===== config.mk =====
export PLATFORM = sky130hd
export DESIGN_NAME = hazard_fwd_ctrl
export DESIGN_NICKNAME = d
export VERILOG_FILES = /design/src/rtl/hazard_fwd_ctrl_pkg.sv /design/src/rtl/hazard_fwd_ctrl_sat_counter.sv /design/src/rtl/hazard_fwd_ctrl.sv
export SDC_FILE = /design/constraint.sdc
export NUM_CORES = 1
export LEC_CHECK = 0
export BUFFER_PORTS_ARGS = -buffer_cell sky130_fd_sc_hd__buf_4
export CAP_MARGIN = 20
export CORE_MARGIN = 5
export CORE_UTILIZATION = 53
export DETAILED_ROUTE_END_ITERATION = 12
export PLACE_DENSITY = 0.8
export SLEW_MARGIN = 20
export SYNTH_ARGS = -nofsm -noshare
export SYNTH_HDL_FRONTEND = slang
export SYNTH_SLANG_ARGS = --single-unit

===== constraint.sdc =====
create_clock -name clk -period 4.8 [get_ports clk]
set_input_delay 0.48 -clock clk [delete_from_list [all_inputs] [get_ports clk]]
set_output_delay 0.48 -clock clk [all_outputs]
set_load 0.005 [all_outputs]

===== src/rtl/hazard_fwd_ctrl_pkg.sv =====
`default_nettype none
// ============================================================================
// Module : hazard_fwd_ctrl_pkg
// Brief  : Forward-select codes, FSM encodings and match helpers shared by
//          the hazard controller.
// Rev    : 1.0  initial release
// ============================================================================
package hazard_fwd_ctrl_pkg;

   localparam logic [1:0] FWD_REG = 2'b00;
   localparam logic [1:0] FWD_EXE = 2'b01;
   localparam logic [1:0] FWD_MEM = 2'b10;
   localparam logic [1:0] FWD_LD  = 2'b11;

   typedef enum logic [0:0] {
      ST_RUN     = 1'b0,
      ST_MEMWAIT = 1'b1
   } state_t;

   // r0 is hardwired to zero, so it never produces a forwardable value.
   function automatic logic reg_match(input logic [4:0] src,
                                      input logic [4:0] dst,
                                      input logic       wreg);
      return wreg && (dst != 5'd0) && (src == dst);
   endfunction

   function automatic logic [1:0] fwd_sel(input logic       use_src,
                                          input logic [4:0] src,
                                          input logic       exe_wreg,
                                          input logic       exe_m2reg,
                                          input logic [4:0] exe_d,
                                          input logic       mem_wreg,
                                          input logic       mem_m2reg,
                                          input logic [4:0] mem_d);
      logic [1:0] sel;
      sel = FWD_REG;
      if (use_src) begin
         if (reg_match(src, exe_d, exe_wreg) && !exe_m2reg)
            sel = FWD_EXE;
         else if (reg_match(src, mem_d, mem_wreg))
            sel = mem_m2reg ? FWD_LD : FWD_MEM;
      end
      return sel;
   endfunction

endpackage
`default_nettype wire


===== src/rtl/hazard_fwd_ctrl_sat_counter.sv =====
`default_nettype none
// ============================================================================
// Module : sat_counter
// Brief  : Up-counter that sticks at all-ones instead of wrapping.
// Rev    : 1.0  initial release
// ============================================================================
module sat_counter #(
   parameter int CNT_W = 32
) (
   input  logic             clk,
   input  logic             clrn,
   input  logic             inc,
   output logic [CNT_W-1:0] q
);

   logic [CNT_W-1:0] r_q;

   always_ff @(posedge clk or posedge clrn) begin
      if (clrn)
         r_q <= '0;
      else if (inc && (r_q != {CNT_W{1'b1}}))
         r_q <= r_q + 1'b1;
   end

   assign q = r_q;

endmodule
`default_nettype wire


===== src/rtl/hazard_fwd_ctrl.sv =====
`default_nettype none
// ============================================================================
// Module : hazard_fwd_ctrl
// Brief  : Forwarding-select, load-use stall and memory-wait freeze control
//          for the 5-stage pipe, with saturating stall/wait/forward counters.
// Rev    : 1.0  initial release
// ============================================================================
module hazard_fwd_ctrl
   import hazard_fwd_ctrl_pkg::*;
#(
   parameter int MAX_WAIT = 16,
   parameter int CNT_W    = 32
) (
   input  logic             clk,
   input  logic             clrn,
   input  logic             id_valid,
   input  logic [4:0]       id_rs,
   input  logic [4:0]       id_rt,
   input  logic             id_use_rs,
   input  logic             id_use_rt,
   input  logic             exe_wreg,
   input  logic             exe_m2reg,
   input  logic [4:0]       exe_d,
   input  logic             mem_wreg,
   input  logic             mem_m2reg,
   input  logic [4:0]       mem_d,
   input  logic             mem_ready,
   output logic [1:0]       fwda,
   output logic [1:0]       fwdb,
   output logic             wpcir,
   output logic             bubble,
   output logic             freeze,
   output logic [CNT_W-1:0] stall_cnt,
   output logic [CNT_W-1:0] wait_cnt,
   output logic [CNT_W-1:0] fwd_cnt,
   output logic             timeout_err
);

   localparam int                  c_WAIT_W    = $clog2(MAX_WAIT + 1);
   localparam logic [c_WAIT_W-1:0] c_WAIT_LAST = c_WAIT_W'(MAX_WAIT - 1);

   state_t              r_state;
   state_t              w_state_nxt;
   logic [c_WAIT_W-1:0] r_wait;
   logic                r_timeout;

   logic [1:0] w_fwda_raw;
   logic [1:0] w_fwdb_raw;
   logic [1:0] w_fwda;
   logic [1:0] w_fwdb;
   logic       w_load_use;
   logic       w_mem_miss;
   logic       w_freeze;
   logic       w_bubble;
   logic       w_wpcir;
   logic       w_fwd_any;

   assign w_fwda_raw = fwd_sel(id_use_rs, id_rs, exe_wreg, exe_m2reg, exe_d,
                               mem_wreg, mem_m2reg, mem_d);
   assign w_fwdb_raw = fwd_sel(id_use_rt, id_rt, exe_wreg, exe_m2reg, exe_d,
                               mem_wreg, mem_m2reg, mem_d);

   assign w_load_use = id_valid && exe_m2reg &&
                       ((id_use_rs && reg_match(id_rs, exe_d, exe_wreg)) ||
                        (id_use_rt && reg_match(id_rt, exe_d, exe_wreg)));

   assign w_mem_miss = mem_m2reg && mem_wreg && !mem_ready;

   always_comb begin
      w_state_nxt = r_state;
      w_freeze    = 1'b0;
      w_bubble    = 1'b0;
      w_fwda      = w_fwda_raw;
      w_fwdb      = w_fwdb_raw;
      case (r_state)
         ST_RUN: begin
            if (w_mem_miss) begin
               w_state_nxt = ST_MEMWAIT;
               w_freeze    = 1'b1;
            end
         end
         ST_MEMWAIT: begin
            if (mem_ready)
               w_state_nxt = ST_RUN;
            else
               w_freeze = 1'b1;
         end
         default: w_state_nxt = ST_RUN;
      endcase
      // A freeze masks the load-use; it is seen again once the pipe moves.
      if (!w_freeze && w_load_use) begin
         w_bubble = 1'b1;
         w_fwda   = FWD_REG;
         w_fwdb   = FWD_REG;
      end
      if (clrn) begin
         w_state_nxt = ST_RUN;
         w_freeze    = 1'b0;
         w_bubble    = 1'b0;
         w_fwda      = FWD_REG;
         w_fwdb      = FWD_REG;
      end
      w_wpcir = !(w_freeze || w_bubble);
   end

   // r_wait holds the MEMWAIT cycles already spent in the current wait.
   always_ff @(posedge clk or posedge clrn) begin
      if (clrn) begin
         r_state   <= ST_RUN;
         r_wait    <= '0;
         r_timeout <= 1'b0;
      end else begin
         r_state <= w_state_nxt;
         if (r_state == ST_MEMWAIT) begin
            if (r_wait >= c_WAIT_LAST)
               r_timeout <= 1'b1;
            if (mem_ready)
               r_wait <= '0;
            else if (r_wait < c_WAIT_LAST)
               r_wait <= r_wait + 1'b1;
         end else begin
            r_wait <= '0;
         end
      end
   end

   assign w_fwd_any = ((w_fwda != FWD_REG) || (w_fwdb != FWD_REG)) && !w_freeze;

   sat_counter #(.CNT_W(CNT_W)) u_stall_cnt (
      .clk  (clk),
      .clrn (clrn),
      .inc  (w_bubble),
      .q    (stall_cnt)
   );

   sat_counter #(.CNT_W(CNT_W)) u_wait_cnt (
      .clk  (clk),
      .clrn (clrn),
      .inc  (r_state == ST_MEMWAIT),
      .q    (wait_cnt)
   );

   sat_counter #(.CNT_W(CNT_W)) u_fwd_cnt (
      .clk  (clk),
      .clrn (clrn),
      .inc  (w_fwd_any),
      .q    (fwd_cnt)
   );

   assign fwda        = w_fwda;
   assign fwdb        = w_fwdb;
   assign wpcir       = w_wpcir;
   assign bubble      = w_bubble;
   assign freeze      = w_freeze;
   assign timeout_err = r_timeout;

endmodule
`default_nettype wire

==> metrics, run 1 <==
setup violation total in the final timing report=0; crit share post-route=a little over three fifths; Post-CTS Resized=0; ant diodes=0; CTS Buf Count=9; Arrival @ worst endpoint=3260 ps; hpwl dp=9380 microns; sequential share of the synthesized area=49.0%; clk_lat worst skew=360 ps; vias per cell=5.52; clock sink count=between 100 and 150; Initial Util=54.0%; Fin Clk Skew=13.8 ps; grt ovf=0; number of synthesized flops with an enable pin=0; Comb power frac=roughly a tenth; final wirelength=12,500 microns; htree depth=3; dpl cells=774; Min-Delay Path Class=primary input to asynchronous set/reset pin; syn avg cell area=between 10 and 15 sq um; Int Pwr=1.29 mW; final worst slack=approximately 1800 ps; setup_tns=0 ps; Hold Worst Slack=184 ps; I/O pin count=around 130; status=complete, no violations; Cell Rows=36; fmax=roughly 330 MHz; largest net degree at the start of global routing=65; Final Util=67.8%; Startpoint Class=primary input; Final Wtd Congestion=0.839; Flop pwr share=55.4%; Mapped Cells=516; IO buf count=133; placed cell areas=6390 sq um; Required @ worst endpoint=5030 ps; DRT antenna net count=0; Area Growth Syn to Fin=25.6%; final worst path period need=3030 ps; share of layout cells above drive strength 1=25.0%; vias=roughly 4,400; Final Hold Fails=0; Sw Ratio=23.9%; drt first pass iters=4; pwr dens=about 260 nW/um^2; RSZ-0062 raised after global routing=false; crit path max fanout=17; Critical Path End Type=flip-flop; Die Ht=between 100 and 150 microns; die footprint=12,000 sq um; post-DR wirelength/cell=15.8 microns; Max Cap Viol=0; Final Non-Filler Cells=788; clk root buf=clkbuf_8; vias in the first global route=4,329; Clock Power Share=34.5%; first-pass GRT wire length=21,100 microns; Synth Warn #=0; NetSw=slightly above 0.4 mW; drt initial violations=232; core area=9730 sq um; VDD IR-drop max=0.169 mV; DRC viols=0; die span in x=110 microns; Mapped Nets=around 550; CTS tree=built; post-CTS setup buffer count=0; CTS Hold Bufs=0; GRT Util Overall=22.0%; Syn Std Cell Area=5260 sq um; Synth Flop Type=dfrtp_1; Synth cell types=38; antenna violations before repair=0; max-slew violations=0; Clock Path Buffers=2; Final #Nets=687; async set-reset flop share out of synthesis=100%; total power=1.69 mW; Setup Crit Path Kind=primary input to flip-flop; Yosys reg bits=103; setup slack at placement=1450 ps; post-route cell area=~6600 sq um; relative slew slack=36.3%; worst slew pin tran=955 ps; leakage=3.28 nW; Worst-path clk slew=100 ps
cell type report:
type,count,area [sq um]
clock buffers,11,141
multi-input cells,388,2570
flip-flops and latches,103,2580
inverters,13,51.3
clock inverters,3,68.8
fillers,778,3130
repair buffers,137,1030
well taps,133,166
Yosys cell counts (2+ instances only):
library cell  count  area share [%]
or2_2             2            0.24
buf_2             3            0.29
nor2_1           48             3.4
nand4_1          36             4.3
buf_6             2            0.43
mux2_2            3            0.64
dfrtp_1         103              49
and4_1            9             1.5
nor3_1           25             2.4
nand2b_1          4            0.48
ha_1              5             1.2
o21ai_0           3            0.29
inv_1            13            0.93
clkbuf_1          7            0.50
and3_1           18             2.1
nand3_1          32             3.0
nand2_1          47             3.4
nor4b_2           2            0.57
or4_1             5            0.71
nor3b_1           2            0.29
xnor2_1          59             9.8
nor2b_1           2            0.24
xor2_1           55             9.2
a21oi_1           3            0.29
or3_1             3            0.36
nor4_1           13             1.5
routing by layer:
| metal | global-route usage [%] | up-vias | part of all wire [%] |
|---|---|---|---|
| met5 | 0 | - | 0 |
| met4 | 7.21 | 0 | 1.5 |
| met3 | 4.35 | 16 | 5.8 |
| met2 | 34.7 | 144 | 49 |
| met1 | 30.5 | 2120 | 44 |
| li1 | - | 2073 | - |
sequential cells by signal, summed over array words and instances (netlist names):
| register | count |
|---|---|
| u_wait_cnt.q | 32 |
| r_state | 1 |
| u_fwd_cnt.q | 32 |
| r_wait | 5 |
| u_stall_cnt.q | 32 |
| timeout_err | 1 |
cells in the final DEF, fill, tap and decap left out, types with 3 or more instances in the layout:
master,n
nand2b_1,4
ha_1,5
mux2_2,3
nand3_1,32
nor3_1,25
nor4_1,13
xnor2_1,59
inv_1,12
and4_1,9
o21ai_0,3
dfrtp_1,103
or4_1,5
xor2_1,55
nor2_1,48
nand2_1,47
and3_1,18
nand4_1,36
clkbuf_8,10
or3_1,3
a21oi_1,3
buf_4,137
power by group through the flow:
stage	registers, mW	clock network [mW]	logic [mW]
after global placement	0.954	0	0.166
final	0.940	0.585	0.171
after CTS	0.939	0.596	0.174
after floorplan	0.949	0	0.0801
after detailed placement	0.956	0	0.173
after global routing	0.946	0.639	0.193
critical path: stages:
cell and delay (ps):
buf_4 130, or4_1 530, nor2_2 140, nor4_1 100
a32oi_1 250, nand2b_1 130, a2111oi_4 900, buf_4 350
nor4_1 90, xor2_1 150
final timing paths:
check	start	to	slack (ps)	cells past startpoint
max in group asynchronous	clrn	r_wait[1]$_DFFE_PP0P_	3410	3
worst max register to register	r_state$_DFF_PP0_	u_fwd_cnt.q[14]$_DFFE_PP0P_	1900	8
min in group clk	u_wait_cnt.q[6]$_DFFE_PP0P_	u_wait_cnt.q[6]$_DFFE_PP0P_	500	1
worst min register to register	u_wait_cnt.q[6]$_DFFE_PP0P_	u_wait_cnt.q[6]$_DFFE_PP0P_	500	1
worst max-delay path	exe_d[1]	u_fwd_cnt.q[14]$_DFFE_PP0P_	1770	10
worst min-delay path	clrn	u_stall_cnt.q[17]$_DFFE_PP0P_	180	2
kinds of logic after synthesis:
| logic type | after synthesis | synth area share (%) |
|---|---|---|
| AOI/OAI and AO/OA | 14 | 2.57 |
| xor gates and xnor gates | 114 | 19.0 |
| adders and majority gates | 5 | 1.19 |
| buffers and inverters | 25 | 2.14 |
| DFF | 103 | 49.0 |
| muxes | 3 | 0.643 |
| and+or+nand+nor | 252 | 25.4 |
Note: power is estimated with default switching activity, not from simulation.
==> run 2, diff against run 1 <==
Settings changed: CORE_UTILIZATION 53 to 48, PLACE_DENSITY 0.8 to 0.76.
Clock period 4.8 ns to 2.7 ns, I/O delays scaled along.
==> run 2 against run 1 <==
  * Critical path depth fell by 1
  * Wire length rose by 3.0%
  * Cell area rose by 2.7%
  * Count of clock-buffer cells in the layout did not move
  * First-iteration DRC count rose by 16%
  * Worst hold slack got worse by 40 ps
  * Combinational power rose by 81%
  * Critical path type is now flip-flop to flip-flop
  * Largest power group unchanged
==> metrics, run 2 (same netlist as run 1, synthesis figures left out) <==
htree depth=3 (unchanged); vias per cell=5.40 (-2.3%); Startpoint Class=flip-flop; fmax=402 MHz; most common cell after layout, fill and taps aside=buf_4; Required @ worst endpoint=2990 ps (-2040 ps); GRT Util Overall=20.0% (-2.0 points); Final Hold Fails=0 (unchanged); share of layout cells above drive strength 1=28.3% (+3.2 points); Critical Path End Type=flip-flop; antenna violations before repair=0 (unchanged); post-CTS setup buffer count=0 (unchanged); IO buf count=133 (unchanged); leakage=3.35 nW (+2.0%); CTS Hold Bufs=0 (unchanged); Post-CTS Resized=0 (unchanged); relative slew slack=47.0% (+11 points); crit share post-route=92.0%; status=complete, no violations; die span in x=115 microns (+4.6%); worst r2r path cells=9 (+1); post-DR wirelength/cell=15.9 microns (+0.29%); critical path cell sequence=and3_1 > and4_1 > and3_1 > and3_1 > a311oi_1 > and2_1 > buf_12 > and3_1 > xor2_1; CTS tree=built; drt first pass iters=4 (unchanged); largest net degree at the start of global routing=62 (-4.6%); hpwl dp=9740 microns (+3.8%); VDD IR-drop max=0.294 mV (+75%); clk_lat worst skew=360 ps (about the same); final worst path period need=2480 ps; max-slew violations=0 (unchanged); Initial Util=48.7% (-5.3 points); dpl cells=793 (+2.5%); Setup Crit Path Kind=flip-flop to flip-flop; pwr dens=440 nW/um^2 (+71%); Fin Clk Skew=12.5 ps (-1.27 ps); vias=4,368 (+0.34%); Min-Delay Path Class=primary input to asynchronous set/reset pin; drt initial violations=270 (+16%); Arrival @ worst endpoint=2780 ps (-480 ps); Final Non-Filler Cells=809 (+2.7%); CTS Buf Count=9 (unchanged); Die Ht=115 microns (+4.6%); crit-path most repeated cell=and3_1; CP max stage delay=450 ps (-450 ps); first-pass GRT wire length=21,500 microns (+2.2%); core area=10,800 sq um (+11%); grt ovf=0 (unchanged); Final #Nets=699 (+1.7%); setup_tns=0 ps (unchanged); clock sink count=103 (unchanged); Final Wtd Congestion=0.841 (+0.27%); I/O pin count=134 (unchanged); DRC viols=0 (unchanged); crit path max fanout=9 (-8); Cell Rows=38 (+5.6%); Area Growth Syn to Fin=28.9%; die footprint=13,100 sq um (+9.4%); Max Cap Viol=0 (unchanged); clk root buf=clkbuf_8; commonest cells after routing, fill and taps aside=buf_4, dfrtp_1, xnor2_1; setup violation total in the final timing report=0 (unchanged); RSZ-0062 raised after global routing=false; Clock Path Buffers=2 (unchanged); vias in the first global route=4,487 (+3.6%); worst slew pin tran=794 ps (-161 ps); DRT antenna net count=0 (unchanged); final wirelength=12,900 microns (+3.0%); CP max-delay cell=dfrtp_1; ant diodes=0 (unchanged); Worst-path clk slew=100 ps (about the same)
run 2: area by class of cell:
cell class,count,area [sq um]
clock buffer,11,151
clock inverter,5,56.3
fill,901,4020
inverter,13,52.6
multi-input combinational,388,2620
sequential,103,2580
tap,140,175
timing repair buffer,149,1140
run 2: worst paths after layout:
kind	endpoint	slack, ps	start
worst max register to register	u_stall_cnt.q[7]$_DFFE_PP0P_	220	u_stall_cnt.q[15]$_DFFE_PP0P_
max in group asynchronous	u_wait_cnt.q[10]$_DFFE_PP0P_	1940	clrn
worst min register to register	u_stall_cnt.q[22]$_DFFE_PP0P_	500	u_stall_cnt.q[22]$_DFFE_PP0P_
min in group clk	r_wait[1]$_DFFE_PP0P_	280	mem_ready
worst min-delay path	u_fwd_cnt.q[5]$_DFFE_PP0P_	140	clrn
worst max-delay path	u_stall_cnt.q[7]$_DFFE_PP0P_	220	u_stall_cnt.q[15]$_DFFE_PP0P_
run 2: worst max-delay path: cells and delay by family, from the launching register on:
| kind | cells | cell delay (ps) |
|---|---|---|
| simple gates | 6 | 1330 |
| flops | 1 | 450 |
| compound gates | 1 | 350 |
| buf+inv | 1 | 160 |
| xor+xnor | 1 | 140 |
run 2: power by group:
group          switching [mW]  total (mW)  internal, mW
combinational           0.145       0.310         0.165
clock                   0.525        1.00         0.478
sequential             0.0771        1.67          1.59
total                   0.747        2.98          2.23
run 2: per-layer routing:
layer | GRT usage (%) | vias to the layer above | wire length (microns)
met1 | 25.6 | 2135 | 5520
met5 | 0 | - | 0
met4 | 6.49 | 0 | 247
li1 | - | 2083 | -
met3 | 3.70 | 22 | 698
met2 | 34.1 | 128 | 6390
run 2: stage by stage:
stage	power (mW)	hold WS, ps	setup slack, ps	utilization (%)	cell area [sq um]
6_report	2.98	144	215	62.8	6780
5_1_grt	3.12	189	55.8	62.8	6780
4_1_cts	3.01	154	216	62.8	6780
3_5_place_dp	2.01	481	91.3	60.9	6570
3_3_place_gp	2.00	476	176	60.9	6570
2_1_floorplan	1.83	459	-684	-	5340
==> run 3, diff against run 2 <==
Settings changed: MAX_ROUTING_LAYER from default to met4.
==> run 3 against run 2 <==
  * Fmax is essentially flat
  * First-iteration DRC count grew 16%
  * Non-clock buffer count is the same
  * Flip-flop and latch count is the same
  * Utilization is the same
  * Worst hold slack gained 1.5 ps
  * Power is essentially flat
  * Critical path type unchanged
  * Critical endpoint unchanged
==> metrics, run 3 (same netlist as run 1, synthesis figures left out) <==
I/O pin count=134 (unchanged); crit share post-route=92.0% (about the same); Min-Delay Path Class=primary input to asynchronous set/reset pin; CP max stage delay=450 ps (about the same); drt first pass iters=4 (unchanged); Die Ht=115 microns (unchanged); DRC viols=0 (unchanged); setup slack at placement=91.3 ps (unchanged); drt initial violations=313 (+16%); Clock Power Share=33.6% (about the same); Cell Rows=38 (unchanged); Final #Nets=699 (unchanged); Area Growth Syn to Fin=28.9% (unchanged); critical path cell sequence=and3_1 > and4_1 > and3_1 > and3_1 > a311oi_1 > and2_1 > buf_12 > and3_1 > xor2_1; placed cell areas=6570 sq um (unchanged); Max Cap Viol=0 (unchanged); filler cell count in the final layout=901 (unchanged); Sw Ratio=25.0% (-0.069 points); Critical Path Source=u_stall_cnt.q[15]$_DFFE_PP0P_; Final Wtd Congestion=0.855 (+1.6%); RR Startpoint=u_stall_cnt.q[15]$_DFFE_PP0P_; CTS tree=built; NetSw=0.744 mW (-0.37%); leakage=3.35 nW (unchanged); core area=10,800 sq um (unchanged); share of layout cells above drive strength 1=28.3% (unchanged); Required @ worst endpoint=2990 ps (about the same); Initial Util=48.7% (unchanged); hpwl dp=9740 microns (unchanged); htree depth=3 (unchanged); GRT Util Overall=20.6% (+0.61 points); final worst path period need=2480 ps (+0.196 ps); first-pass GRT wire length=21,500 microns (about the same); antenna violations before repair=0 (unchanged); Fin Clk Skew=12.7 ps (+0.169 ps); final wirelength=12,800 microns (about the same); Clock Path Buffers=2 (unchanged); Arrival @ worst endpoint=2780 ps (about the same); vias in the first global route=4,488 (+0.022%); crit-path most repeated cell=and3_1; fmax=402 MHz (about the same); post-CTS setup buffer count=0 (unchanged); CTS Hold Bufs=0 (unchanged); Critical Path End Type=flip-flop; VDD IR-drop max=0.294 mV (about the same); commonest cells after routing, fill and taps aside=buf_4, dfrtp_1, xnor2_1; DRT antenna net count=0 (unchanged); pwr dens=440 nW/um^2 (about the same); Comb power frac=10.4% (about the same); die span in x=115 microns (unchanged); Setup Crit Path Kind=flip-flop to flip-flop; grt ovf=0 (unchanged); final worst slack=215 ps (-0.196 ps); relative slew slack=47.6% (+0.60 points); clock sink count=103 (unchanged); Final Util=62.8% (unchanged); clk root buf=clkbuf_8; post-route cell area=6780 sq um (unchanged); Worst Path Buf+Inv=1 (unchanged); CTS Buf Count=9 (unchanged); CP delay by family, top=simple AND/OR/NAND/NOR gates; Int Pwr=2.23 mW (about the same); Post-CTS Resized=0 (unchanged); die footprint=13,100 sq um (unchanged); crit path max fanout=9 (unchanged); RSZ-0062 raised after global routing=false; setup violation total in the final timing report=0 (unchanged); most common cell after layout, fill and taps aside=buf_4; IO buf count=133 (unchanged); vias=4,393 (+0.57%); setup_tns=0 ps (unchanged); largest net degree at the start of global routing=62 (unchanged); Flop pwr share=56.0% (about the same); post-DR wirelength/cell=15.9 microns (about the same); status=complete, no violations; Worst-path clk slew=100 ps (about the same); ant diodes=0 (unchanged); Hold Worst Slack=146 ps (+1.51 ps); worst slew pin tran=785 ps (-8.94 ps); Startpoint Class=flip-flop; max-slew violations=0 (unchanged); clk_lat worst skew=360 ps (about the same); vias per cell=5.43 (+0.57%); CP max-delay cell=dfrtp_1; Final Hold Fails=0 (unchanged)
==> run 3: cell counts in the layout (fill, tap and decap cells not counted) <==
Identical to the previous run, type by type.
==> run 3: worst paths after layout <==
path / endpoint / slack [ps] / depth (start not counted)
max in group asynchronous: r_wait[2]$_DFFE_PP0P_ / 1950 / 3
min reg2reg: u_stall_cnt.q[20]$_DFFE_PP0P_ / 500 / 1
max reg2reg: u_stall_cnt.q[7]$_DFFE_PP0P_ / 220 / 9
min in group clk: r_wait[1]$_DFFE_PP0P_ / 290 / 3
max: u_stall_cnt.q[7]$_DFFE_PP0P_ / 220 / 9
min: u_fwd_cnt.q[5]$_DFFE_PP0P_ / 150 / 3
==> run 3: cell type report <==
cell class	count	area (sq um)	share of cell area (%)
timing repair buffer	149	1140	16.9
clock buffer	11	151	2.23
clock inverter	5	56.3	0.831
tap	140	175	2.58
inverter	13	52.6	0.775
sequential	103	2580	38.0
multi-input combinational	388	2620	38.7
==> run 3: metal layers <==
layer	global-route usage (%)	part of all wire [%]	vias up
met1	26.1	44	2170
met5	-	0	-
li1	-	-	2081
met3	3.28	4.6	24
met4	6.49	1.8	0
met2	34.0	50	118
==> run 3: through the flow <==
step	cells	total power, mW
after floorplan	516	1.83
after global placement	793	2.00
after detailed placement	793	2.01
after CTS	809	3.01
after global routing	809	3.11
final	809	2.98
==> run 3: worst min-delay path: cells and delay by family <==
kind                   cells  cell delay, ps
buffers and inverters      3             690
==> run 3: power by group through the flow <==
| stage | clock [mW] | combinational, mW | sequential, mW |
|---|---|---|---|
| after global routing | 1.08 | 0.349 | 1.68 |
| after floorplan | 0 | 0.147 | 1.69 |
| after CTS | 1.03 | 0.317 | 1.67 |
| after global placement | 0 | 0.304 | 1.69 |
| final | 1.00 | 0.309 | 1.67 |
| after detailed placement | 0 | 0.315 | 1.70 |
